File: src/rtl/regr_write_arbiter.sv
// Round-robin arbiter for the single write port of the 16-bit R register.
// One write per cycle; ack, strobe, data and grant index all come from registers.
module regr_write_arbiter #(
  parameter int NUM_CORES  = 4,
  parameter int DATA_WIDTH = 16,
  parameter int ID_WIDTH   = 2
) (
  input  logic                            clk,
  input  logic                            rst,
  input  logic [NUM_CORES-1:0]            req,
  input  logic [NUM_CORES*DATA_WIDTH-1:0] req_data,
  input  logic                            stall,
  output logic [NUM_CORES-1:0]            ack,
  output logic                            wr_en,
  output logic [DATA_WIDTH-1:0]           wr_data,
  output logic [ID_WIDTH-1:0]             grant_id,
  output logic                            busy
);

  logic [NUM_CORES-1:0]  r_ack;
  logic                  r_wr_en;
  logic [DATA_WIDTH-1:0] r_wr_data;
  logic [ID_WIDTH-1:0]   r_grant_id;
  logic                  r_busy;
  logic [ID_WIDTH-1:0]   r_ptr;

  logic [NUM_CORES-1:0]  w_eligible;
  logic                  w_found;
  logic [ID_WIDTH-1:0]   w_winner;
  logic [ID_WIDTH-1:0]   w_ptr_nxt;
  logic                  w_multi;
  logic [DATA_WIDTH-1:0] w_win_data;

  // A core acked this cycle still has req high until the edge ending its ack.
  assign w_eligible = req & ~r_ack;
  assign w_multi    = (w_eligible & (w_eligible - NUM_CORES'(1))) != '0;

  always_comb begin
    int idx;
    w_found  = 1'b0;
    w_winner = '0;
    idx      = 0;
    for (int k = 0; k < NUM_CORES; k++) begin
      idx = int'(r_ptr) + k;
      if (idx >= NUM_CORES) idx = idx - NUM_CORES;
      if (!w_found && w_eligible[idx]) begin
        w_found  = 1'b1;
        w_winner = ID_WIDTH'(idx);
      end
    end
  end

  always_comb begin
    w_ptr_nxt = '0;
    if (int'(w_winner) != NUM_CORES - 1) w_ptr_nxt = w_winner + ID_WIDTH'(1);
  end

  assign w_win_data = req_data[int'(w_winner)*DATA_WIDTH +: DATA_WIDTH];

  always_ff @(posedge clk or posedge rst) begin
    if (rst) begin
      r_ack      <= '0;
      r_wr_en    <= 1'b0;
      r_wr_data  <= '0;
      r_grant_id <= '0;
      r_busy     <= 1'b0;
      r_ptr      <= '0;
    end else begin
      r_busy <= (|w_eligible) & (stall | w_multi);
      if (stall || !w_found) begin
        r_ack   <= '0;
        r_wr_en <= 1'b0;
      end else begin
        r_ack      <= NUM_CORES'(1) << w_winner;
        r_wr_en    <= 1'b1;
        r_wr_data  <= w_win_data;
        r_grant_id <= w_winner;
        r_ptr      <= w_ptr_nxt;
      end
    end
  end

  assign ack      = r_ack;
  assign wr_en    = r_wr_en;
  assign wr_data  = r_wr_data;
  assign grant_id = r_grant_id;
  assign busy     = r_busy;

endmodule

File: config.mk
export PLATFORM = sky130hd
export DESIGN_NAME = regr_write_arbiter
export DESIGN_NICKNAME = d
export VERILOG_FILES = /design/src/rtl/regr_write_arbiter.sv
export SDC_FILE = /design/constraint.sdc
export NUM_CORES = 1
export LEC_CHECK = 0
export CAP_MARGIN = 20
export CORE_MARGIN = 5
export CORE_UTILIZATION = 40
export CTS_CLUSTER_SIZE = 16
export DETAILED_ROUTE_END_ITERATION = 8
export MAX_ROUTING_LAYER = met4
export PLACE_DENSITY = 0.83
export SYNTH_ARGS = -nofsm -noshare
export SYNTH_HDL_FRONTEND = slang
export SYNTH_SLANG_ARGS = --single-unit
File: constraint.sdc
create_clock -name clk -period 4.2 [get_ports clk]
set_input_delay 0.63 -clock clk [delete_from_list [all_inputs] [get_ports clk]]
set_output_delay 0.63 -clock clk [all_outputs]
set_load 0.005 [all_outputs]
==> results.ini, run 1 <==
[grt]
met3_usage_pct = 5.21
grt_first_pass_wirelength_um = 7820
grt_use_total_pct = 18.6
antenna_found_initial = 0
grt_pass1_vias = 1654
grtUsageMet2_pct = 30.8
grt_busiest_layer = met2
grt_max_degree = 37
use_met1_pct = 22.4
grt_overflow = 0

[final_layout]
postLayoutCellArea_um2 = 2710
layout-drive-gt1-share_pct = 9.13
fillers = 338
final_nets = 324
antenna_cells = 0
area_growth_pct = 60.9
final_util_pct = 66.9

[pwr]
vdd_drop_max_uv = 201
power-per-cell-area_nw_per_um2 = 534
p_int_mw = 0.922
netSwitchingPower_mw = 0.527
p_seq_share_pct = 29.5
p_leak_nw = 1.10
clockPowerShare_pct = 14.6
swShare_pct = 36.4
combPwrFrac_pct = 56.0

[clock_tree]
cts_buffer_depth = 2
clk_latency_ps = 270
post_cts_buffers = 0
post_cts_resized = 0
cts_made_buffers = 3
cts_hold_buffers = 0
cts.sinks = 26
cts_root_buf = clkbuf_8
cts_max_level = 1
cts.clk_slew.worst_paths_ps = 100
cts_tree = built

[drt]
ant_nets = 0
drtPass1Iterations = 4
first_iter_violations = 90
vias = 1673
drc = 0
wl_per_cell_um = 16.7
via_per_inst = 5.54
wirelength_um = 5050

[floorplanning]
die-area_um2 = 5620
die_x_um = 74.9
num_rows = 23
initial_utilization_pct = 41.6
dieHeight_um = 74.9
fp.coreArea_um2 = 4060
ios = 95

[worst_setup_path]
crit_fanout = 19
critical-path-top-delay-family = compound AO/OA/AOI/OAI gates
r2r_end = wr_data[1]
cp-start-kind = input port
cp_slowest_cell = o311ai_2
crit_arrival_ps = 3040
path_buf_inv = 1
criticalPathCategory = input port to flop
crit_chain = clkdlybuf4s50_1 -> nand2b_1 -> o311ai_2 -> nand2_4 -> a2111oi_0 -> a311oi_1
reg2reg_depth = 5
max_stage_delay_ps = 750
critical_path_required_ps = 4320
reg2reg_slack_ps = 1630
endpoint_kind = flop
r2r_start = ack[2]

[logic_synthesis]
syn_inst = 165
synth_async_sr_flop_share_pct = 100
synth-main-ff-cell = dfrtp_1
yosysMostFrequentCell = dfrtp_1
ys_warn_count = 0
syn-cell-area_um2 = 1690
avgSynthCellArea_um2 = 10.2
mappedNetlistNets = 236
synth_cell_types = 41
yosysTopAreaCellShare_pct = 38.6
ys_top_cells_by_area = dfrtp_1 (39%), mux2i_1 (8.9%), a311oi_1 (8.3%)
ys_seq_elements = 26
synth_edf_count = 0
netlist_top_cells_count = dfrtp_1 (26), nor2_1 (20), and3_1 (17), a311oi_1 (16), mux2i_1 (15)
synth-seq-area-share_pct = 38.6
yosys.area.top_type = dfrtp_1

[sta]
slew_headroom_pct = 46.1
period_share_pct = 69.7
tns_ps = 0
setup_viol = 0
fin_crit_ps = 2930
hold_viol_final = 0
rsz0062_at_grt = false
final_max_slew_viol_count = 0
fmaxAchievable_mhz = 342
final.setup_skew_ps = 5.33
worst_pin_slew_ps = 807
worst_hold_slack_ps = 489

[placement]
dp_hpwl_um = 3700
placed_area_um2 = 2620
gp_congestion = 0.751
portBuffers = 94

[outcome]
status = finished clean

[hold_path]
hold_class = flop to flop
hold_end = grant_id[0]
hp-start = grant_id[0]
hold_depth = 1

[job]
cap_violations = 0

-- worst max path at each step --
stage | start | cells after the start | endpoint | slack, ps
after floorplan | req[2] | 7 | wr_data[10] | 2140
after global placement | req[2] | 7 | wr_data[11] | 1200
after detailed placement | req[2] | 6 | wr_data[1] | 1050
after CTS | req[2] | 6 | wr_data[1] | 1340
after global routing | req[2] | 6 | wr_data[2] | 1150
final | req[2] | 6 | wr_data[1] | 1270
-- cells by family (layout without fill, tap and decap cells) --
logic type | Yosys count | after routing | synth area share [%]
AOI/OAI and AO/OA | 44 | 44 | 24.8
buffers and inverters | 19 | 106 | 7.05
xor gates and xnor gates | 1 | 1 | 0.519
muxes | 15 | 15 | 8.90
DFF | 26 | 26 | 38.6
and+or+nand+nor | 60 | 60 | 20.2
-- power by group through the flow --
stage,clock network (mW),logic [mW],registers (mW)
floorplan,0,0.493,0.432
global placement,0,0.796,0.427
detailed placement,0,0.814,0.432
CTS,0.215,0.816,0.427
global route,0.227,0.884,0.443
finish,0.211,0.811,0.427
-- through the flow --
stage / cells / power, mW / worst slack (ps)
after floorplan: 165 / 0.925 / 2140
after detailed placement: 297 / 1.25 / 1050
after global placement: 297 / 1.22 / 1200
after CTS: 301 / 1.46 / 1340
after global routing: 302 / 1.55 / 1150
final: 302 / 1.45 / 1270
-- layout make-up --
cell class                 count  area, um2  share of cell area, %
clock buffer                   3       41.3                   1.52
clock inverter                 1       30.0                   1.11
inverter                       4       15.0                  0.553
multi-input combinational    120        923                   34.0
sequential                    26        651                   24.0
tap                           50       62.6                   2.31
timing repair buffer          98        991                   36.5
-- per-layer routing --
layer,routed length [um],part of all wire [%]
met5,0,0
met4,34,0.67
met3,479,9.5
met2,2480,49
met1,2050,41
-- registers in the layout, indices dropped and copies added, names as in the netlist --
signal    flops
wr_data      16
busy          1
grant_id      2
r_ptr         2
ack           4
wr_en         1
-- cells in the final DEF (no fill, tap or decap), drive strengths merged, types with 2 or more instances in the layout --
cell / n
a2111oi: 15
a311oi: 16
and3: 17
buf: 4
clkbuf: 3
clkdlybuf4s50: 94
dfrtp: 26
inv: 4
mux2i: 15
nand2: 4
nand2b: 6
nor2: 20
nor3: 4
o21ai: 2
o22ai: 2
(Power assumes the default switching activity.)
==> run 2, diff against run 1 <==
--- a/config.mk
+++ b/config.mk
@@ -7,11 +7,11 @@
 export LEC_CHECK = 0
 export CAP_MARGIN = 20
 export CORE_MARGIN = 5
-export CORE_UTILIZATION = 40
+export CORE_UTILIZATION = 39
 export CTS_CLUSTER_SIZE = 16
 export DETAILED_ROUTE_END_ITERATION = 8
 export MAX_ROUTING_LAYER = met4
-export PLACE_DENSITY = 0.83
+export PLACE_DENSITY = 0.81
 export SYNTH_ARGS = -nofsm -noshare
 export SYNTH_HDL_FRONTEND = slang
 export SYNTH_SLANG_ARGS = --single-unit
==> constraint.sdc (replaced) <==
create_clock -name clk -period 2.88 [get_ports clk]
set_input_delay 0.432 -clock clk [delete_from_list [all_inputs] [get_ports clk]]
set_output_delay 0.432 -clock clk [all_outputs]
set_load 0.005 [all_outputs]
==> results.ini, run 2 (synthesized netlist as in run 1, its figures left out) <==
[clock_tree]
cts_root_buf = clkbuf_8  ; unchanged
cts_max_level = 1  ; unchanged
cts.clk_slew.worst_paths_ps = 100  ; about the same
cts_hold_buffers = 0  ; unchanged
clk_latency_ps = 270  ; about the same
cts_tree = built  ; unchanged
post_cts_buffers = 0  ; unchanged
cts_made_buffers = 3  ; unchanged
cts_buffer_depth = 2  ; unchanged
post_cts_resized = 0  ; unchanged
cts.sinks = 26  ; unchanged

[placement]
gp_congestion = 0.885  ; was 0.751
preCtsSetupSlack_ps = 354  ; was 1050 ps
portBuffers = 94  ; unchanged
dp_hpwl_um = 3770  ; was 3700 um

[drt]
via_per_inst = 5.41  ; was 5.54
first_iter_violations = 91  ; was 90
wl_per_cell_um = 16.3  ; was 16.7 um
drtPass1Iterations = 4  ; unchanged
drc = 0  ; unchanged
vias = 1665  ; was 1673
ant_nets = 0  ; unchanged
wirelength_um = 5010  ; was 5050 um

[sta]
final.setup_skew_ps = 5.12  ; was 5.33 ps
setup_ws_ps = 588  ; was 1270 ps
slew_headroom_pct = 62.6  ; was 46.1%
hold_viol_final = 0  ; unchanged
rsz0062_at_grt = false  ; unchanged
worst_pin_slew_ps = 561  ; was 807 ps
setup_viol = 0  ; unchanged
fmaxAchievable_mhz = 436
tns_ps = 0  ; unchanged
period_share_pct = 79.6
fin_crit_ps = 2290
final_max_slew_viol_count = 0  ; unchanged

[grt]
grt_first_pass_wirelength_um = 7690  ; was 7820 um
grt_overflow = 0  ; unchanged
grt_max_degree = 37  ; unchanged
grt_pass1_vias = 1630  ; was 1654
antenna_found_initial = 0  ; unchanged
grt_use_total_pct = 18.2  ; was 18.6%

[hold_path]
hold_class = flop to flop  ; unchanged

[pwr]
vdd_drop_max_uv = 344  ; was 201 uV
power-per-cell-area_nw_per_um2 = 762  ; was 534 nW/um2
p_leak_nw = 1.11  ; was 1.10 nW

[worst_setup_path]
crit_arrival_ps = 2420  ; was 3040 ps
crit_chain = clkdlybuf4s50_1 -> nand2b_1 -> o311ai_2 -> nand2_4 -> a2111oi_0 -> a311oi_1  ; unchanged
cp-start-kind = input port  ; unchanged
critical_path_required_ps = 3010  ; was 4320 ps
path_buf_inv = 1  ; unchanged
max_stage_delay_ps = 510  ; was 750 ps
cp_slowest_cell = clkdlybuf4s50_1  ; was o311ai_2
endpoint_kind = flop  ; unchanged
critical-path-top-delay-family = compound AO/OA/AOI/OAI gates  ; unchanged
criticalPathCategory = input port to flop  ; unchanged
crit_fanout = 19  ; unchanged

[final_layout]
final_cell_mix = clkdlybuf4s50_1 (94), dfrtp_1 (26), nor2_1 (20)  ; unchanged
final_common_cell = clkdlybuf4s50_1  ; unchanged
largest_reg_flops = 16  ; unchanged
antenna_cells = 0  ; unchanged
fillers = 372  ; was 338
layout-drive-gt1-share_pct = 10.5  ; was 9.13%
area_growth_pct = 60.7  ; was 60.9%
final_nets = 328  ; was 324

[floorplanning]
num_rows = 24  ; was 23
fp.coreArea_um2 = 4260  ; was 4060 um2
die_x_um = 75.8  ; was 74.9 um
die-area_um2 = 5740  ; was 5620 um2
ios = 95  ; unchanged
initial_utilization_pct = 39.6  ; was 41.6%
dieHeight_um = 75.8  ; was 74.9 um

[outcome]
status = finished clean  ; unchanged

[job]
cap_violations = 0  ; unchanged

[run 2: cell count changes in the layout (fill, tap and decap cells not counted)]
cell / previous run / this run
bufinv_16: 1 / 0
buf_4: 3 / 8
buf_16: 1 / 0
clkbuf_8: 3 / 4
[run 2: final timing paths]
kind | from | to | slack [ps] | cells past startpoint
max | req[2] | wr_data[14] | 590 | 6
min reg2reg | grant_id[0] | grant_id[0] | 490 | 1
max in group asynchronous | rst | wr_data[7] | 2110 | 3
max reg2reg | ack[2] | wr_data[14] | 760 | 5
min in group asynchronous | rst | wr_data[1] | 510 | 3
min | grant_id[0] | grant_id[0] | 490 | 1
[run 2: report_power, final]
group,leakage (nW),switching (mW),internal (mW)
Sequential,0.301,0.103,0.523
Combinational,0.776,0.539,0.657
Clock,0.0288,0.120,0.122
[run 2: cell type report]
| type | count | area [um2] | share of cell area, % |
|---|---|---|---|
| Timing Repair Buffer | 102 | 1000 | 36.9 |
| Multi-Input combinational cell | 120 | 923 | 34.1 |
| Inverter | 4 | 15.0 | 0.554 |
| Tap cell | 52 | 65.1 | 2.40 |
| Sequential cell | 26 | 651 | 24.0 |
| Clock buffer | 4 | 55.1 | 2.03 |
[run 2: per-stage QoR]
stage	hold WS (ps)	total power [mW]	util [%]	instance area (um2)	instances
after global placement	472	1.82	62.3	2660	304
after global routing	513	2.21	63.6	2710	308
final	492	2.06	63.6	2710	308
after CTS	496	2.08	63.6	2710	308
after detailed placement	473	1.84	62.3	2660	304
after floorplan	472	1.35	-	1690	165
[run 2: metal layers]
metal / vias to the layer above / wire length (um) / track usage (%)
met4: 0 / 42 / 3.50
met5: - / 0 / -
met2: 58 / 2540 / 30.5
met3: 4 / 416 / 3.17
li1: 824 / - / -
met1: 779 / 2010 / 23.0
[run 2: worst reg2reg max path: stages, from the launching register on]
cell       delay, ps
dfrtp_1          420
nand2b_1         220
o311ai_2         480
nand2_4          260
a2111oi_0        510
a311oi_1          90
==> run 3, diff against run 2 <==
--- a/config.mk
+++ b/config.mk
@@ -7,11 +7,11 @@
 export LEC_CHECK = 0
 export CAP_MARGIN = 20
 export CORE_MARGIN = 5
-export CORE_UTILIZATION = 39
+export CORE_UTILIZATION = 35
 export CTS_CLUSTER_SIZE = 16
 export DETAILED_ROUTE_END_ITERATION = 8
 export MAX_ROUTING_LAYER = met4
-export PLACE_DENSITY = 0.81
+export PLACE_DENSITY = 0.77
 export SYNTH_ARGS = -nofsm -noshare
 export SYNTH_HDL_FRONTEND = slang
 export SYNTH_SLANG_ARGS = --single-unit
==> constraint.sdc (replaced) <==
create_clock -name clk -period 2.1 [get_ports clk]
set_input_delay 0.315 -clock clk [delete_from_list [all_inputs] [get_ports clk]]
set_output_delay 0.315 -clock clk [all_outputs]
set_load 0.005 [all_outputs]
==> results.ini, run 3 (synthesized netlist as in run 1, its figures left out) <==
[outcome]
status = finished clean  ; unchanged

[placement]
placed_area_um2 = 2800  ; was 2660 um2
portBuffers = 94  ; unchanged
gp_congestion = 0.917  ; was 0.885
dp_hpwl_um = 4190  ; was 3770 um

[worst_setup_path]
crit_chain = clkdlybuf4s50_1 -> and2b_4 -> buf_4 -> o21bai_2 -> nand2_4 -> a2111oi_0 -> a311oi_1  ; was clkdlybuf4s50_1 -> nand2b_1 -> o311ai_2 -> nand2_4 -> a2111oi_0 -> a311oi_1
reg2reg_depth = 6  ; was 5
cp_slowest_cell = a2111oi_0  ; was clkdlybuf4s50_1
critical_path_required_ps = 2250  ; was 3010 ps
endpoint_kind = flop  ; unchanged
criticalPathCategory = input port to flop  ; unchanged
path_buf_inv = 2  ; was 1
crit_arrival_ps = 2220  ; was 2420 ps
cp-start-kind = input port  ; unchanged
crit_fanout = 16  ; was 19
critical-path-top-delay-family = compound AO/OA/AOI/OAI gates  ; unchanged
max_stage_delay_ps = 490  ; was 510 ps
cp.depth = 7  ; was 6

[clock_tree]
cts.clk_slew.worst_paths_ps = 90  ; was 100 ps
cts_hold_buffers = 0  ; unchanged
cts_root_buf = clkbuf_8  ; unchanged
cts_made_buffers = 3  ; unchanged
cts_tree = built  ; unchanged
post_cts_buffers = 0  ; unchanged
cts_buffer_depth = 2  ; unchanged
cts.sinks = 26  ; unchanged
cts_max_level = 1  ; unchanged
clk_latency_ps = 270  ; about the same

[drt]
wl_per_cell_um = 16.6  ; was 16.3 um
drc = 0  ; unchanged
vias = 1750  ; was 1665
wirelength_um = 5380  ; was 5010 um
first_iter_violations = 69  ; was 91
via_per_inst = 5.40  ; was 5.41
drtPass1Iterations = 4  ; unchanged
ant_nets = 0  ; unchanged

[floorplanning]
die_x_um = 79.4  ; was 75.8 um
dieHeight_um = 79.4  ; was 75.8 um
fp.coreArea_um2 = 4690  ; was 4260 um2
num_rows = 25  ; was 24
ios = 95  ; unchanged
initial_utilization_pct = 35.9  ; was 39.6%
die-area_um2 = 6310  ; was 5740 um2

[final_layout]
largest_reg_flops = 16  ; unchanged
final_util_pct = 61.6  ; was 63.6%
final_cell_mix = clkdlybuf4s50_1 (94), dfrtp_1 (26), nor2_1 (20)  ; unchanged
final_common_cell = clkdlybuf4s50_1  ; unchanged
final_nets = 342  ; was 328
antenna_cells = 0  ; unchanged
area_growth_pct = 71.4  ; was 60.7%
postLayoutCellArea_um2 = 2890  ; was 2710 um2
layout-drive-gt1-share_pct = 15.9  ; was 10.5%

[grt]
grt_overflow = 0  ; unchanged
antenna_found_initial = 0  ; unchanged
grt_use_total_pct = 17.9  ; was 18.2%
grt_pass1_vias = 1873  ; was 1630
grt_max_degree = 27  ; was 37
grt_first_pass_wirelength_um = 8650  ; was 7690 um

[sta]
worst_pin_slew_ps = 402  ; was 561 ps
fin_crit_ps = 2070
final_max_slew_viol_count = 0  ; unchanged
period_share_pct = 98.5
hold_viol_final = 0  ; unchanged
tns_ps = 0  ; unchanged
final.setup_skew_ps = 6.25  ; was 5.12 ps
setup_viol = 0  ; unchanged
worst_hold_slack_ps = 388  ; was 492 ps
rsz0062_at_grt = true  ; was false
slew_headroom_pct = 72.5  ; was 62.6%
fmaxAchievable_mhz = 483

[pwr]
vdd_drop_max_uv = 517  ; was 344 uV
power-per-cell-area_nw_per_um2 = 1080  ; was 762 nW/um2
p_leak_nw = 1.19  ; was 1.11 nW
total_power_mw = 3.11  ; was 2.06 mW

[job]
cap_violations = 0  ; unchanged

[hold_path]
hold_class = input port to async pin  ; was flop to flop

[run 3: cell types whose count changed in the layout (fill, tap and decap cells not counted), sizes merged]
cell  change
buf      +14
[run 3: path summary, 6_finish.rpt]
check,startpoint,end,slack (ps)
worst max-delay path,req[1],wr_data[11],30
worst min-delay path,rst,wr_data[5],390
worst max register to register,ack[1],wr_data[11],100
worst min register to register,grant_id[0],grant_id[0],490
max in group asynchronous,rst,grant_id[0],1450
min in group clk,grant_id[0],grant_id[0],490
[run 3: metrics by stage]
| step | worst slack, ps | std cells |
|---|---|---|
| after floorplan | 241 | 165 |
| after global placement | -159 | 320 |
| after detailed placement | -323 | 320 |
| after CTS | 27.4 | 324 |
| after global routing | -13.9 | 324 |
| final | 30.8 | 324 |
[run 3: worst reg2reg max path: stages, from the launching register on]
cell and delay [ps]:
dfrtp_1 390, and2b_4 220, buf_4 130, o21bai_2 310, nand2_4 230, a2111oi_0 500, a311oi_1 90
[run 3: area by class of cell]
class | instances | area (um2)
Inverter | 4 | 15.0
Fill cell | 400 | 1800
Multi-Input combinational cell | 120 | 958
Sequential cell | 26 | 651
Clock buffer | 4 | 55.1
Timing Repair Buffer | 116 | 1140
Tap cell | 54 | 67.6
[run 3: report_power, final]
part | leakage [nW] | switching (mW) | internal, mW
clock | 0.0288 | 0.160 | 0.168
combinational | 0.861 | 0.839 | 1.09
sequential | 0.301 | 0.135 | 0.717
total | 1.19 | 1.13 | 1.97
[run 3: repair_timing]
action                     CTS  global route
hold endpoints to repair     0             0
gates resized for setup      1            10
pin swaps                    0             1
setup endpoints to repair    6             9
[run 3: per-layer routing]
layer  global-route usage (%)  wire length (um)  vias up
met2                     29.2              2580       67
met5                        -                 0        -
li1                         -                 -      857
met3                     3.16               352        6
met1                     23.3              2390      820
met4                     3.61                55        0
